===== config.mk =====
export PLATFORM = sky130hd
export DESIGN_NAME = wb_arbiter_flat
export DESIGN_NICKNAME = d
export VERILOG_FILES = /design/src/rtl/cpu_pkg.sv /design/src/rtl/wb_arbiter_if.sv /design/src/rtl/wb_fifo.sv /design/src/rtl/wb_arbiter.sv /design/src/flat_wrapper.sv
export SDC_FILE = /design/constraint.sdc
export NUM_CORES = 1
export LEC_CHECK = 0
export CAP_MARGIN = 30
export CORE_UTILIZATION = 45
export DETAILED_ROUTE_END_ITERATION = 8
export PLACE_DENSITY = 0.69
export SLEW_MARGIN = 20
export SYNTH_ARGS = -nofsm -noshare
export SYNTH_HDL_FRONTEND = slang
export SYNTH_SLANG_ARGS = --single-unit

===== constraint.sdc =====
create_clock -name clk -period 2.5 [get_ports clk]
set_input_delay 0.75 -clock clk [delete_from_list [all_inputs] [get_ports clk]]
set_output_delay 0.75 -clock clk [all_outputs]
set_load 0.01 [all_outputs]

===== src/rtl/cpu_pkg.sv =====
// Shared CPU definitions: datapath widths and the writeback record
// used by the register file, forwarding logic and writeback arbiter.
package cpu_pkg;

  localparam int XLEN      = 32;
  localparam int REG_IDX_W = 5;

  typedef struct packed {
    logic [REG_IDX_W-1:0] rd;
    logic [XLEN-1:0]      data;
  } wb_rec_t;

endpackage


===== src/rtl/wb_arbiter_if.sv =====
// Writeback arbiter bus: ALU result, long-latency handshake,
// register-file write port and FIFO status.
interface wb_arbiter_if #(
  parameter int DEPTH = 4,
  parameter int XLEN  = 32
);
  import cpu_pkg::*;

  localparam int CW = $clog2(DEPTH) + 1;

  logic                 alu_valid;
  logic [REG_IDX_W-1:0] alu_rd;
  logic [XLEN-1:0]      alu_data;

  logic                 lu_valid;
  logic                 lu_ready;
  logic [REG_IDX_W-1:0] lu_rd;
  logic [XLEN-1:0]      lu_data;

  logic                 wb_en;
  logic [REG_IDX_W-1:0] rd_index;
  logic [XLEN-1:0]      wb_data;
  logic [CW-1:0]        pending;
  logic                 stall_req;

  modport slave (
    input  alu_valid, alu_rd, alu_data,
    input  lu_valid, lu_rd, lu_data,
    output lu_ready,
    output wb_en, rd_index, wb_data,
    output pending, stall_req
  );

  modport master (
    output alu_valid, alu_rd, alu_data,
    output lu_valid, lu_rd, lu_data,
    input  lu_ready,
    input  wb_en, rd_index, wb_data,
    input  pending, stall_req
  );

endinterface


===== src/rtl/wb_fifo.sv =====
// Synchronous FIFO of writeback records with occupancy count.
// Push is ignored when full, pop is ignored when empty.
module wb_fifo
  import cpu_pkg::*;
#(
  parameter int DEPTH = 4,
  localparam int AW = $clog2(DEPTH),
  localparam int CW = AW + 1
) (
  input  logic          clk,
  input  logic          rst,
  input  logic          i_push,
  input  wb_rec_t       i_din,
  input  logic          i_pop,
  output wb_rec_t       o_dout,
  output logic          o_full,
  output logic          o_empty,
  output logic [CW-1:0] o_count
);

  wb_rec_t       r_mem [DEPTH];
  logic [AW-1:0] r_wr;
  logic [AW-1:0] r_rd;
  logic [CW-1:0] r_cnt;

  logic w_push;
  logic w_pop;

  assign o_full  = (r_cnt == CW'(DEPTH));
  assign o_empty = (r_cnt == '0);
  assign o_count = r_cnt;
  assign o_dout  = r_mem[r_rd];

  assign w_push = i_push && !o_full;
  assign w_pop  = i_pop && !o_empty;

  // Power-of-two depth lets the pointers wrap naturally.
  always_ff @(posedge clk or posedge rst) begin
    if (rst) begin
      r_wr  <= '0;
      r_rd  <= '0;
      r_cnt <= '0;
    end else begin
      if (w_push) r_wr <= r_wr + AW'(1);
      if (w_pop)  r_rd <= r_rd + AW'(1);
      r_cnt <= r_cnt + CW'(w_push) - CW'(w_pop);
    end
  end

  always_ff @(posedge clk) begin
    if (w_push) r_mem[r_wr] <= i_din;
  end

endmodule


===== src/rtl/wb_arbiter.sv =====
// Register-file write port arbiter: ALU results win, queued
// long-latency results retire in the slots the ALU leaves free.
module wb_arbiter #(
  parameter int DEPTH = 4,
  parameter int XLEN  = 32
) (
  input  logic        clk,
  input  logic        rst,
  wb_arbiter_if.slave bus
);
  import cpu_pkg::*;

  localparam int CW = $clog2(DEPTH) + 1;

  logic          w_alu_go;
  logic          w_push;
  logic          w_pop;
  logic          w_full;
  logic          w_empty;
  logic [CW-1:0] w_cnt;
  wb_rec_t       w_din;
  wb_rec_t       w_head;

  logic                 r_wb_en;
  logic [REG_IDX_W-1:0] r_rd;
  logic [XLEN-1:0]      r_data;

  assign w_alu_go = bus.alu_valid && (bus.alu_rd != '0);
  assign w_pop    = !w_alu_go && !w_empty;
  // x0 results complete the handshake but are never queued.
  assign w_push   = bus.lu_valid && !w_full && (bus.lu_rd != '0);
  assign w_din    = '{rd: bus.lu_rd, data: bus.lu_data};

  wb_fifo #(
    .DEPTH (DEPTH)
  ) u_fifo (
    .clk     (clk),
    .rst     (rst),
    .i_push  (w_push),
    .i_din   (w_din),
    .i_pop   (w_pop),
    .o_dout  (w_head),
    .o_full  (w_full),
    .o_empty (w_empty),
    .o_count (w_cnt)
  );

  always_ff @(posedge clk or posedge rst) begin
    if (rst) begin
      r_wb_en <= 1'b0;
      r_rd    <= '0;
      r_data  <= '0;
    end else begin
      unique case (1'b1)
        w_alu_go: begin
          r_wb_en <= 1'b1;
          r_rd    <= bus.alu_rd;
          r_data  <= bus.alu_data;
        end
        w_pop: begin
          r_wb_en <= 1'b1;
          r_rd    <= w_head.rd;
          r_data  <= w_head.data;
        end
        default: r_wb_en <= 1'b0;
      endcase
    end
  end

  assign bus.lu_ready  = !w_full;
  assign bus.stall_req = w_full;
  assign bus.pending   = w_cnt;
  assign bus.wb_en     = r_wb_en;
  assign bus.rd_index  = r_rd;
  assign bus.wb_data   = r_data;

endmodule


===== src/flat_wrapper.sv =====
// flat-port wrapper written by rule: the top's interface ports become plain ports
module wb_arbiter_flat import cpu_pkg::*;
#(
  parameter int DEPTH = 4,
  parameter int XLEN  = 32
)
  (clk, rst, bus_alu_valid, bus_alu_rd, bus_alu_data, bus_lu_valid, bus_lu_rd, bus_lu_data, bus_lu_ready, bus_wb_en, bus_rd_index, bus_wb_data, bus_pending, bus_stall_req);
  wb_arbiter_if #(.DEPTH(DEPTH), .XLEN(XLEN)) bus_i ();
  input  logic clk;
  input  logic rst;
  input wire logic [$bits(bus_i.alu_valid)-1:0] bus_alu_valid;
  input wire logic [$bits(bus_i.alu_rd)-1:0] bus_alu_rd;
  input wire logic [$bits(bus_i.alu_data)-1:0] bus_alu_data;
  input wire logic [$bits(bus_i.lu_valid)-1:0] bus_lu_valid;
  input wire logic [$bits(bus_i.lu_rd)-1:0] bus_lu_rd;
  input wire logic [$bits(bus_i.lu_data)-1:0] bus_lu_data;
  output wire logic [$bits(bus_i.lu_ready)-1:0] bus_lu_ready;
  output wire logic [$bits(bus_i.wb_en)-1:0] bus_wb_en;
  output wire logic [$bits(bus_i.rd_index)-1:0] bus_rd_index;
  output wire logic [$bits(bus_i.wb_data)-1:0] bus_wb_data;
  output wire logic [$bits(bus_i.pending)-1:0] bus_pending;
  output wire logic [$bits(bus_i.stall_req)-1:0] bus_stall_req;
  assign bus_i.alu_valid = bus_alu_valid;
  assign bus_i.alu_rd = bus_alu_rd;
  assign bus_i.alu_data = bus_alu_data;
  assign bus_i.lu_valid = bus_lu_valid;
  assign bus_i.lu_rd = bus_lu_rd;
  assign bus_i.lu_data = bus_lu_data;
  assign bus_lu_ready = bus_i.lu_ready;
  assign bus_wb_en = bus_i.wb_en;
  assign bus_rd_index = bus_i.rd_index;
  assign bus_wb_data = bus_i.wb_data;
  assign bus_pending = bus_i.pending;
  assign bus_stall_req = bus_i.stall_req;
  wb_arbiter #(.DEPTH(DEPTH), .XLEN(XLEN)) u_core (.clk(clk), .rst(rst), .bus(bus_i));
endmodule

# == Word-level counts from Yosys, hierarchy flattened ==
# Memories as Yosys holds them, arrays and structs flattened.
# Index checks and enable logic that the tools add are counted.
# word_totals
n_memories,1
input_bits,78
ramBits,148
regBits,45
out_inout_bits,43
# classes
n_reduce_logical,14
mux,5
eq_ne,1
addsub,4
# memory_table
name,words,word_bits,rd,rd_ports_with_merged_regs,wr,line_no,text
u_core.u_fifo.r_mem,4,37,1,0,1,wb_fifo.sv:21,wb_rec_t r_mem [DEPTH];
# ops
op,n
case mux 32 bit (2 select lines),1
case mux 5 bit (2 select lines),1
nonzero test 5 bit,2
logical AND 1 bit,6
adder 2 x 1 -> 2 bit (second input constant),2
adder 3 x 1 -> 3 bit,1
equality test 3 bit (second input constant),1
zero test 1 bit,3
zero test 3 bit,1
2-to-1 mux 1 bit,3
subtractor 3 x 1 -> 3 bit,1
nonzero test 2 bit,1
OR reduction 2 bit,1

# == Longest topological paths before layout ==
# logic_depth
ltp_word,7
depth_mapped,10

# == By module ==
# A second synthesis with hierarchy kept.
# unflattened
hier_cells,370
area_unflattened_um2,7692.4
# modules_own_cells
mod,cells_each,n_inst,area_per_inst_um2
wb_fifo,236,1,5804.3
wb_arbiter,134,1,1888.1

# == Worst setup path before layout ==
# OpenSTA, ideal clock, no wires.
# synth_timing
path_type,input to register
start,input port bus_alu_rd[3]
end,register u_core.u_fifo.r_cnt[2] (netlist: u_core.u_fifo.o_count[2])
setup_slack_ps,-261
path_stages,9
arrival_time_ps,2633
cell_sequence,or4_1 > o21ai_2 > and2_1 > ha_1 > inv_1 > ha_1 > fa_1 > xor2_1 > xnor2_1
# synth_between
elab_chain_cells,6
# synth_rtl
element,line_no,text
from (decl),flat_wrapper.sv:12,input wire logic [$bits(bus_i.alu_rd)-1:0] bus_alu_rd;
nonzero test 5 bit,wb_arbiter.sv:28,assign w_alu_go = bus.alu_valid && (bus.alu_rd != '0);
logical AND 1 bit,wb_arbiter.sv:28,
zero test 1 bit,wb_arbiter.sv:29,assign w_pop = !w_alu_go && !w_empty;
logical AND 1 bit,wb_arbiter.sv:29,
logical AND 1 bit,wb_fifo.sv:35,assign w_pop = i_pop && !o_empty;
net u_core.u_fifo.w_pop,wb_fifo.sv:27,logic w_pop;
subtractor 3 x 1 -> 3 bit,wb_fifo.sv:46,r_cnt <= r_cnt + CW'(w_push) - CW'(w_pop);
to (signal assigned),wb_fifo.sv:46,
to (decl),wb_fifo.sv:24,logic [CW-1:0] r_cnt;
# The timed path passes the listed nets, and every way through them passes these cells.
# A chain may end at the register's enable or synchronous reset.

# == Worst setup path in the final report ==
# layout_timing
start,register u_core.u_fifo.r_cnt[1] (netlist: u_core.u_fifo.o_count[1])
end,output port bus_lu_ready
# layout_between
elab_chain_cells,2
# layout_rtl
element,line_no,text
equality test 3 bit,wb_fifo.sv:29,assign o_full = (r_cnt == CW'(DEPTH));
zero test 1 bit,wb_arbiter.sv:70,assign bus.lu_ready = !w_full;
to (decl),flat_wrapper.sv:17,output wire logic [$bits(bus_i.lu_ready)-1:0] bus_lu_ready;
# No other way between the ends.

==> impl_summary.md <==
Synthesis
The cell count after synthesis is ~440. The net count after synthesis is ~520. The average instance in the mapped netlist occupies between 15 and 20 um2. Yosys printed 0 warnings. For this run, the register share of the synthesized area comes to between 70% and 80%.

The cell area that synthesis handed to floorplanning was between 7000 and 8000 um2. The number of unique standard cell types used by synthesis is 24. The synthesized design contains ~190 register bits.

Global route
The first global-routing pass estimated about 23 mm of wire. The overflow left after global routing is 0. The met3 routing resource usage after global routing is under 10%.

The initial antenna violation count is 0. The largest net degree at the start of global routing is just under 80. Global routing used between 30% and 40% of the available met2 tracks. For met1 alone, demand over resource in global routing was about 22%. The via count of the first global-routing pass is approximately 4400. The global routing stage identified its most utilized layer as met2. The global-route total usage across every layer is a little under a fifth.

Setup path
The type of element launching the critical path is a flip-flop. The critical path is of the reg -> out type. STA puts the critical path data arrival time at roughly 1.7 ns. Data on the critical path is required at its endpoint by 1.75 ns. The signal on the critical path passes through buf_4, nor2_1, nand2_2, clkdlybuf4s50_1. The most critical setup path has its endpoint at bus_lu_ready. For this design, the slowest cell found on the critical path is clkdlybuf4s50_1. The maximum single-stage delay on the critical path is around 0.5 ns. The most critical setup path has its startpoint at u_core.u_fifo.o_count[1]. The depth of the most critical reg-to-reg path is 8. In this run the register-to-register setup slack is 0.23 ns. The startpoint of the most critical register-to-register path is u_core.u_fifo.o_count[0].

The element type at the critical path end is a primary output. The endpoint identified for the worst register-to-register timing path is u_core.u_fifo.o_count[2]. The largest fanout on the critical path is 5.

Cells and area
The antenna diode count is 0. The layout-stage area growth over the synthesis result is 30.6%. In the final design database the tool counted 660 nets. In the final layout, the share of cells above drive strength 1 is a little under a fifth. The count of filler cells inserted in the layout is around 1200. The cell area after layout is between 9000 and 10000 um2.

Clocking
The clock transition at the registers of the reported paths is ~0.06 ns. The clock root buffer master is clkbuf_16. The clock net in this run drives a total of ~190 sinks.

TritonCTS built the clock tree. In this run the number of H-tree levels came out at 4. The clock reaches the later pin of the worst-skew pair after 0.42 ns. The number of buffers created by CTS is 17. The number of buffers between clock root and the deepest sink is 2. The number of hold buffers added after CTS was 0.

Floorplanning
between 100 and 150 I/O pins were placed. The die span in x is ~130 um. The floorplan step set the die height to approximately 130 um.

The initial core utilization is 46.6%. The floorplan step defined a die boundary enclosing ~17000 um2. The row count is 46.

In this run the standard cell core region covers between 15000 and 20000 um2.

Placement
The placer congestion estimate is around 0.73. The number of buffer cells added on primary ports is between 100 and 150. The half-perimeter wire length after placement is 9.91 mm.

The area after detailed placement is just over 9000 um2.

Route
The vias after detailed routing is roughly 4200. The total wirelength of the detailed-routed design is 15.3 mm. Once detail routing completed, the nets flagged for antenna violations numbered 0.

For this block, the initial DRC count from the detailed router was 234. The per-cell routed wire length is 19.1 um. Dividing the detail-routed via count by the number of cells gives between 5 and 6. The number of iterations in the first detailed-routing pass is 4. The number of design rule violations left after detail routing is 0.

Power and ir drop
For this design the ratio of total power to cell area is around 1100 nW/um2. The worst IR drop on VDD is between 500 and 600 uV. The cell leakage power is between 0.003 and 0.004 uW. Power comes to between 10000 and 15000 uW.

Timing
For the pin with the worst max-slew slack, the measured transition is roughly 0.75 ns. The number of slew-limit violations in the final report was 0. The highest clock frequency the design can meet is slightly above 400 MHz. Across the routed clock network, the largest skew measured is 0.0146 ns. The number of hold violations in the final report was 0. Setup violations remaining at the end of the flow were counted as 0. The worst relative slew slack is approximately 50%. The final critical path takes up 98.7% of the cycle.

Counting I/O delays and the setup requirement, the final critical path takes about 2.5 ns.

Status
The run finished with clean final reports.

Flow run
The number of max-capacitance violations reported is 0.

Hold path
The min-delay analysis places its worst path in the category reg -> reg.
[per-layer routing]
layer	part of all wire, %	vias up
li1	-	1933
met1	39	2153
met2	56	92
met3	3.8	14
met4	1.2	0
met5	0	-
[final cells by class]
type / count / area, um2 / share of cell area (%)
flip-flops and latches: 193 / 5570 / 57.3
multi-input cells: 212 / 1780 / 18.3
repair buffers: 143 / 1510 / 15.5
clock buffers: 27 / 513 / 5.27
well taps: 216 / 270 / 2.78
clock inverters: 5 / 55.1 / 0.566
inverters: 8 / 30.0 / 0.309
[cell families after synthesis]
| group | share of synthesized area (%) |
|---|---|
| compound gates | 3.39 |
| fa+ha+maj | 1.28 |
| simple gates | 6.53 |
| flops | 74.7 |
| xor+xnor | 0.588 |
| buf+inv | 2.13 |
| mux | 11.3 |
[critical path, delay by kind of cell, from the launching register on]
family,cells,cell delay (ns)
buffers and inverters,2,0.66
and+or+nand+nor,2,0.27
DFF,1,0.38
[layout by cell type (no fill, tap or decap), drive strengths merged]
| master | count |
|---|---|
| nor2 | 37 |
| edfxtp | 148 |
| ha | 6 |
| nand2 | 75 |
| mux4 | 37 |
| or3 | 2 |
| xnor2 | 3 |
| clkdlybuf4s50 | 112 |
| clkdlybuf4s15 | 2 |
| nor3 | 1 |
| clkinv | 3 |
| and2 | 5 |
| or4 | 1 |
| dfrtp | 45 |
| bufinv | 1 |
| xor2 | 2 |
| o21ai | 1 |
| inv | 8 |
| a31oi | 36 |
| buf | 23 |
| dlygate4sd2 | 3 |
| clkbuf | 30 |
| fa | 1 |
| nand3 | 2 |
| o311a | 1 |
| clkinvlp | 1 |
| mux2 | 1 |
| a32oi | 1 |
[power by group]
part / internal [uW] / switching [uW]
combinational: 1840 / 1640
clock: 1510 / 1090
sequential: 4280 / 351
total: 7630 / 3080
[registers in the layout, indices dropped and copies added, names as in the netlist]
register               flops
u_core.u_fifo.r_mem      148
u_core.bus.wb_data        32
u_core.bus.rd_index        5
u_core.u_fifo.o_count      3
u_core.u_fifo.r_rd         2
u_core.u_fifo.r_wr         2
u_core.bus.wb_en           1
[stage by stage]
step                instances  setup TNS, ns  setup WS (ns)  hold WS [ns]  utilization [%]
finish                    804              0         0.0337         0.539             60.8
global placement          772         -57.68         -0.612         0.519             57.2
floorplan                 437         -0.288         -0.185         0.534                -
detailed placement        772         -63.93         -0.657         0.530             57.2
CTS                       804       -0.00396       -0.00396         0.543             60.7
global route              804        -0.0626        -0.0626         0.561             60.8
[how the worst min path moves through the flow]
stage	cells after the start	end	from
2_1_floorplan	1	u_core.u_fifo.r_wr[1]	u_core.u_fifo.r_wr[1]
3_3_place_gp	2	u_core.bus.rd_index[0]	u_core.bus.rd_index[0]
4_1_cts	2	u_core.bus.wb_data[7]	u_core.bus.wb_data[7]
6_report	2	u_core.bus.wb_data[12]	u_core.bus.wb_data[12]
3_5_place_dp	2	u_core.bus.wb_data[12]	u_core.bus.wb_data[12]
5_1_grt	2	u_core.bus.wb_data[3]	u_core.bus.wb_data[3]
[repair_timing]
item	CTS	global route
pin swaps	7	8
resized for setup	11	10
setup buffers	0	0
setup endpoints to repair	6	1
[cells in the mapped netlist, drive strengths merged]
cell type	n	area share, %
nand2	75	3.8
inv	8	0.40
mux2	1	0.15
a32oi	1	0.12
mux4	37	11
clkbuf	7	0.35
or4	1	0.10
fa	1	0.27
buf	17	1.4
nor2	37	1.9
nand3	2	0.13
dfrtp	45	15
ha	6	1.0
or3	2	0.17
nor3	1	0.067
and2	5	0.42
o21ai	1	0.12
a31oi	36	3.0
edfxtp	148	60
xor2	2	0.24
o311a	1	0.13
xnor2	3	0.35
Note: power is estimated with default switching activity, not from simulation.
